--- src/rtl/seg_disp.sv ---
// rtl/seg_disp.sv - bus-programmed 4-digit multiplexed 7-segment scan driver (optional hex decode: SEG_DISP_HEX_DECODE_EN)
module seg_disp #(
    parameter int SCAN_DIV = 50000,
    parameter int GUARD    = 16
) (
    input  logic       clk,
    input  logic       rst,
    input  logic       cs,
    input  logic       we,
    input  logic [2:0] addr,
    input  logic [7:0] wrdat,
    output logic [7:0] rddat,
    output logic [7:0] SEG,
    output logic [3:0] DIG,
    output logic       frame
);

    localparam logic [23:0] SLOT_LAST = 24'(SCAN_DIV - 1);
    localparam logic [23:0] GUARD_END = 24'(GUARD);

    logic [7:0]  dig_reg [4];
    logic [7:0]  ctrl;
    logic [23:0] cnt;
    logic [1:0]  idx;
    logic [7:0]  cur_pat;
    logic [7:0]  seg_next;
    logic        dark;

    // Bus writes to digit and control registers; addresses 5-7 fall through untouched
    always_ff @(posedge clk) begin
        if (rst) begin
            for (int i = 0; i < 4; i++) dig_reg[i] <= 8'h00;
            ctrl <= 8'h01;
        end else if (cs && we) begin
            if (addr < 3'd4)
                dig_reg[addr[1:0]] <= wrdat;
            else if (addr == 3'd4)
                ctrl <= wrdat;
        end
    end

    // Combinational read mux, zero when not selected or unmapped
    always_comb begin
        rddat = 8'h00;
        if (cs && !we) begin
            if (addr < 3'd4)
                rddat = dig_reg[addr[1:0]];
            else if (addr == 3'd4)
                rddat = ctrl;
        end
    end

    // Free-running slot counter and digit index; frame marks the 3->0 wrap edge
    always_ff @(posedge clk) begin
        if (rst) begin
            cnt   <= 24'd0;
            idx   <= 2'd0;
            frame <= 1'b0;
        end else begin
            frame <= 1'b0;
            if (cnt == SLOT_LAST) begin
                cnt   <= 24'd0;
                idx   <= idx + 2'd1;
                frame <= (idx == 2'd3);
            end else begin
                cnt <= cnt + 24'd1;
            end
        end
    end

    // Segment pattern for the digit currently in its slot (active-low result)
    always_comb begin
        cur_pat  = dig_reg[idx];
        seg_next = 8'hFF;
`ifdef SEG_DISP_HEX_DECODE_EN
        case (cur_pat[3:0])
            4'h0: seg_next = ~{cur_pat[7], 7'h3F};
            4'h1: seg_next = ~{cur_pat[7], 7'h06};
            4'h2: seg_next = ~{cur_pat[7], 7'h5B};
            4'h3: seg_next = ~{cur_pat[7], 7'h4F};
            4'h4: seg_next = ~{cur_pat[7], 7'h66};
            4'h5: seg_next = ~{cur_pat[7], 7'h6D};
            4'h6: seg_next = ~{cur_pat[7], 7'h7D};
            4'h7: seg_next = ~{cur_pat[7], 7'h07};
            4'h8: seg_next = ~{cur_pat[7], 7'h7F};
            4'h9: seg_next = ~{cur_pat[7], 7'h6F};
            4'hA: seg_next = ~{cur_pat[7], 7'h77};
            4'hB: seg_next = ~{cur_pat[7], 7'h7C};
            4'hC: seg_next = ~{cur_pat[7], 7'h39};
            4'hD: seg_next = ~{cur_pat[7], 7'h5E};
            4'hE: seg_next = ~{cur_pat[7], 7'h79};
            default: seg_next = ~{cur_pat[7], 7'h71};
        endcase
`else
        seg_next = ~cur_pat;
`endif
        dark = (cnt < GUARD_END) || !ctrl[0];
    end

    // Registered pin drivers; blank during the guard window or when disabled
    always_ff @(posedge clk) begin
        if (rst || dark) begin
            DIG <= 4'hF;
            SEG <= 8'hFF;
        end else begin
            DIG <= ~(4'b0001 << idx);
            SEG <= seg_next;
        end
    end

endmodule
--- config.mk ---
export PLATFORM = sky130hd
export DESIGN_NAME = seg_disp
export DESIGN_NICKNAME = d
export VERILOG_FILES = /design/src/rtl/seg_disp.sv
export SDC_FILE = /design/constraint.sdc
export NUM_CORES = 1
export LEC_CHECK = 0
export ABC_AREA = 1
export CAP_MARGIN = 40
export CELL_PAD_IN_SITES_DETAIL_PLACEMENT = 0
export CELL_PAD_IN_SITES_GLOBAL_PLACEMENT = 2
export CORE_MARGIN = 5
export CORE_UTILIZATION = 35
export CTS_BUF_LIST = sky130_fd_sc_hd__clkbuf_8
export DETAILED_ROUTE_END_ITERATION = 16
export GPL_ROUTABILITY_DRIVEN = 0
export PLACE_DENSITY_LB_ADDON = 0.1
export SYNTH_ARGS = -nofsm -noshare
export SYNTH_HDL_FRONTEND = slang
export SYNTH_SLANG_ARGS = --single-unit
--- constraint.sdc ---
create_clock -name clk -period 1.6 [get_ports clk]
set_input_delay 0.32 -clock clk [delete_from_list [all_inputs] [get_ports clk]]
set_output_delay 0.32 -clock clk [all_outputs]
set_load 0.02 [all_outputs]
==> results_tabular.tex <==
\begin{tabular}{lr}
\hline
Metric & Value \\
\hline
\multicolumn{2}{l}{\textbf{CTS}} \\
Number of sinks on the clock net & 81 \\
CTS Buffer Depth & 2 \\
Clock-pin slew reported for the worst setup and hold paths after clock tree synthesis & 90 ps \\
CTS tree & yes \\
Skew-Pair Late Insertion Delay & 370 ps \\
H-Tree Depth & 3 \\
Number of buffers inserted during clock tree synthesis & 9 \\
Root buf cell & sky130\_fd\_sc\_hd\_\_clkbuf\_8 \\
\multicolumn{2}{l}{\textbf{GRT}} \\
Maximum number of pins on one net before global-route repair & 23 \\
Number of antenna violations at the first check in global routing & 0 \\
First-pass GRT wire length & 18.14 mm \\
GRT Residual Overflow & 0 \\
Vias in the first global route & 3657 \\
Global-route usage over all layers & 0.1754 \\
\multicolumn{2}{l}{\textbf{Status}} \\
Violated checks & setup timing \\
Outcome & finished with violations \\
\multicolumn{2}{l}{\textbf{Yosys}} \\
Gate Count Post-Synth & 524 \\
Sequential share of the synthesized area & 0.4908 \\
Register bit count reported by yosys & 81 \\
Most common flop cell mapped by yosys & sky130\_fd\_sc\_hd\_\_dfxtp\_1 \\
Average footprint of a synthesized cell & between 7 and 8 um2 \\
Fraction of registers with async set or reset after synthesis & 0 \\
Post-synth EDFFs & 32 \\
Synth unique cells & 32 \\
Nets in the synthesized netlist & 544 \\
Yosys warns & 0 \\
Mapped cell area & 3956 um2 \\
\multicolumn{2}{l}{\textbf{STA}} \\
Crit share post-route & 1.074 \\
Unrepaired setup endpoints after global routing & true \\
Setup Viol. Count Final & 8 \\
Layout Skew & 9.498 ps \\
Top achievable clock speed & 581.8 MHz \\
Post-route worst hold slack & 435.1 ps \\
Relative max-transition margin & 0.6090 \\
Fin. max-slew vios & 0 \\
Transition at the pin with the smallest max-transition slack & 585.9 ps \\
Worst Slack Setup Final & -118.7 ps \\
Final Hold Fails & 0 \\
Post-layout min period & between 1500 and 2000 ps \\
\multicolumn{2}{l}{\textbf{Setup path}} \\
Max stage delay on crit path & around 400 ps \\
Setup crit start kind & flip-flop \\
CP Capture Type & output pin \\
Maximum fanout along the worst path & 2 \\
Buffers plus inverters on the worst setup path & 1 \\
Data arrival, critical path & $\sim$1400 ps \\
Series of cell instances along the critical path & o21ai\_0 -> o21ai\_1 -> nand2\_1 -> a21oi\_2 -> buf\_6 \\
Required time worst endpoint & $\sim$1300 ps \\
Worst setup path class & reg -> out \\
CP delay by family, top & compound AO/OA/AOI/OAI gates \\
Worst path slowest cell & sky130\_fd\_sc\_hd\_\_edfxtp\_1 \\
\multicolumn{2}{l}{\textbf{Route}} \\
Total DRC errors in the routed layout & 0 \\
Detailed Route Iter0 Violations & 152 \\
Post-DR vias/cell & 4.699 \\
Pre-Repair DR Iteration Count & 5 \\
Avg WL per Cell & between 10 and 15 um \\
Final wirelength & roughly 11 mm \\
Antenna-violating nets left & 0 \\
Vias after detailed routing & 3665 \\
\multicolumn{2}{l}{\textbf{Floorplan}} \\
Core Box Area & 10980 um2 \\
Die outline height & 116.3 um \\
Die ar. & 13530 um2 \\
Standard-cell row count & 38 \\
Die Width & about 120 um \\
Starting utilization of the core area & 0.3602 \\
Number of ports placed on the die boundary & 36 \\
\multicolumn{2}{l}{\textbf{Layout}} \\
Proportion of layout cells with a drive suffix above 1 & 0.2328 \\
Max FFs per register & 32 \\
Most common library cell in the layout ignoring fill and taps & sky130\_fd\_sc\_hd\_\_nor2\_1 \\
P\&R area growth vs syn & 33.74\% \\
Non-filler cells in the finished layout & 780 \\
Net count of the finished layout & 655 \\
Final Cell Area & approximately 5300 um2 \\
Antenna cell count & 0 \\
Most frequent cells in the layout & 108 x sky130\_fd\_sc\_hd\_\_nor2\_1, 106 x sky130\_fd\_sc\_hd\_\_nand2\_1, 74 x sky130\_fd\_sc\_hd\_\_buf\_4 \\
\multicolumn{2}{l}{\textbf{Placed design}} \\
Half-perimeter wire length of the detailed placement result & 8.541 mm \\
Post-Place Cell Area & between 4000 and 5000 um2 \\
Number of port buffers & 35 \\
Worst setup slack after placement & -901.0 ps \\
Cell Count Post-Placement & 751 \\
\multicolumn{2}{l}{\textbf{Job}} \\
Maxcap violations & 0 \\
\multicolumn{2}{l}{\textbf{Pwr}} \\
Leakage Power & between 2 and 2.5 nW \\
Final Total Pwr & 0.004096 W \\
Areal power density over the cells & 774.1 nW/um2 \\
Max VDD drop & 0.3459 mV \\
\multicolumn{2}{l}{\textbf{Hold path}} \\
Path type of the worst min-delay path & reg -> reg \\
\hline
\end{tabular}
==> cell type report <==
cell class / count / area, um2
fill: 1096 / 5692
multi-input combinational: 374 / 1799
clock inverter: 7 / 53.80
inverter: 54 / 209.0
timing repair buffer: 115 / 987.2
clock buffer: 9 / 123.9
sequential: 81 / 1943
tap: 140 / 175.2
==> what timing repair did <==
| item | in CTS | in global routing |
|---|---|---|
| pin swaps | 12 | 7 |
| resized for setup | 88 | 24 |
| hold buffers | 0 | 0 |
| hold endpoints to repair | 0 | 0 |
| buffers inserted | 8 | 3 |
| endpoints found under the setup margin | 21 | 59 |
| gates cloned | 2 | 0 |
==> power breakdown <==
part | total, W | internal [W] | switching [W] | leakage, nW
clock network | 0.00141 | 0.000576 | 0.000830 | 0.0853
registers | 0.00224 | 0.00220 | 0.0000437 | 0.702
logic | 0.000447 | 0.000226 | 0.000221 | 1.30
==> routing by layer <==
metal  vias to the layer above  track usage  wire length, um
li1                       1916            -                -
met1                      1711       0.1933             4569
met2                        26       0.3371             6249
met3                        12      0.02280              194
met4                         0      0.06883              113
met5                         -            0                0
==> through the flow <==
step | utilization | TNS (ps)
final | 0.4818 | -563.4
after global routing | 0.4818 | -1425
after CTS | 0.4738 | -721.3
after detailed placement | 0.4506 | -24750
after global placement | 0.4506 | -23980
after floorplan | - | 0
==> logic make-up after synthesis <==
kind of cell,Yosys count,share of synthesized area
flip-flops,81,0.4908
buffers and inverters,69,0.07432
adder cells (fa/ha/maj),5,0.01581
AO/OA/AOI/OAI,78,0.1037
AND/OR/NAND/NOR,286,0.3042
XOR/XNOR,5,0.01107
==> cells in the mapped netlist (3+ instances only) <==
library cell               number  area (um2)
sky130_fd_sc_hd__a21oi_1       40       200.2
sky130_fd_sc_hd__buf_2          6       30.03
sky130_fd_sc_hd__buf_6          3       33.78
sky130_fd_sc_hd__clkbuf_1       6       22.52
sky130_fd_sc_hd__dfxtp_1       49       980.9
sky130_fd_sc_hd__edfxtp_1      32       960.9
sky130_fd_sc_hd__ha_1           5       62.56
sky130_fd_sc_hd__inv_1         51       191.4
sky130_fd_sc_hd__nand2_1      116       435.4
sky130_fd_sc_hd__nand2_2        4       25.02
sky130_fd_sc_hd__nand3_1       36       180.2
sky130_fd_sc_hd__nand4_1        4       25.02
sky130_fd_sc_hd__nor2_1       111       416.7
sky130_fd_sc_hd__nor3_1         4       20.02
sky130_fd_sc_hd__o211ai_1       5       37.54
sky130_fd_sc_hd__o21ai_0       29       145.1
sky130_fd_sc_hd__xor2_1         4       35.03
==> worst paths after layout <==
path                               startpoint                  to  slack [ps]  cells past startpoint
hold / removal              cnt[0]$_SDFF_PP0_   cnt[0]$_SDFF_PP0_         440                      1
setup reg to reg           cnt[15]$_SDFF_PP0_  cnt[20]$_SDFF_PP0_         170                      7
setup / recovery  dig_reg[0][1]$_SDFFCE_PN0P_            rddat[1]        -120                      5
hold reg to reg             cnt[0]$_SDFF_PP0_   cnt[0]$_SDFF_PP0_         440                      1
Power figures use the tool's default switching activity.
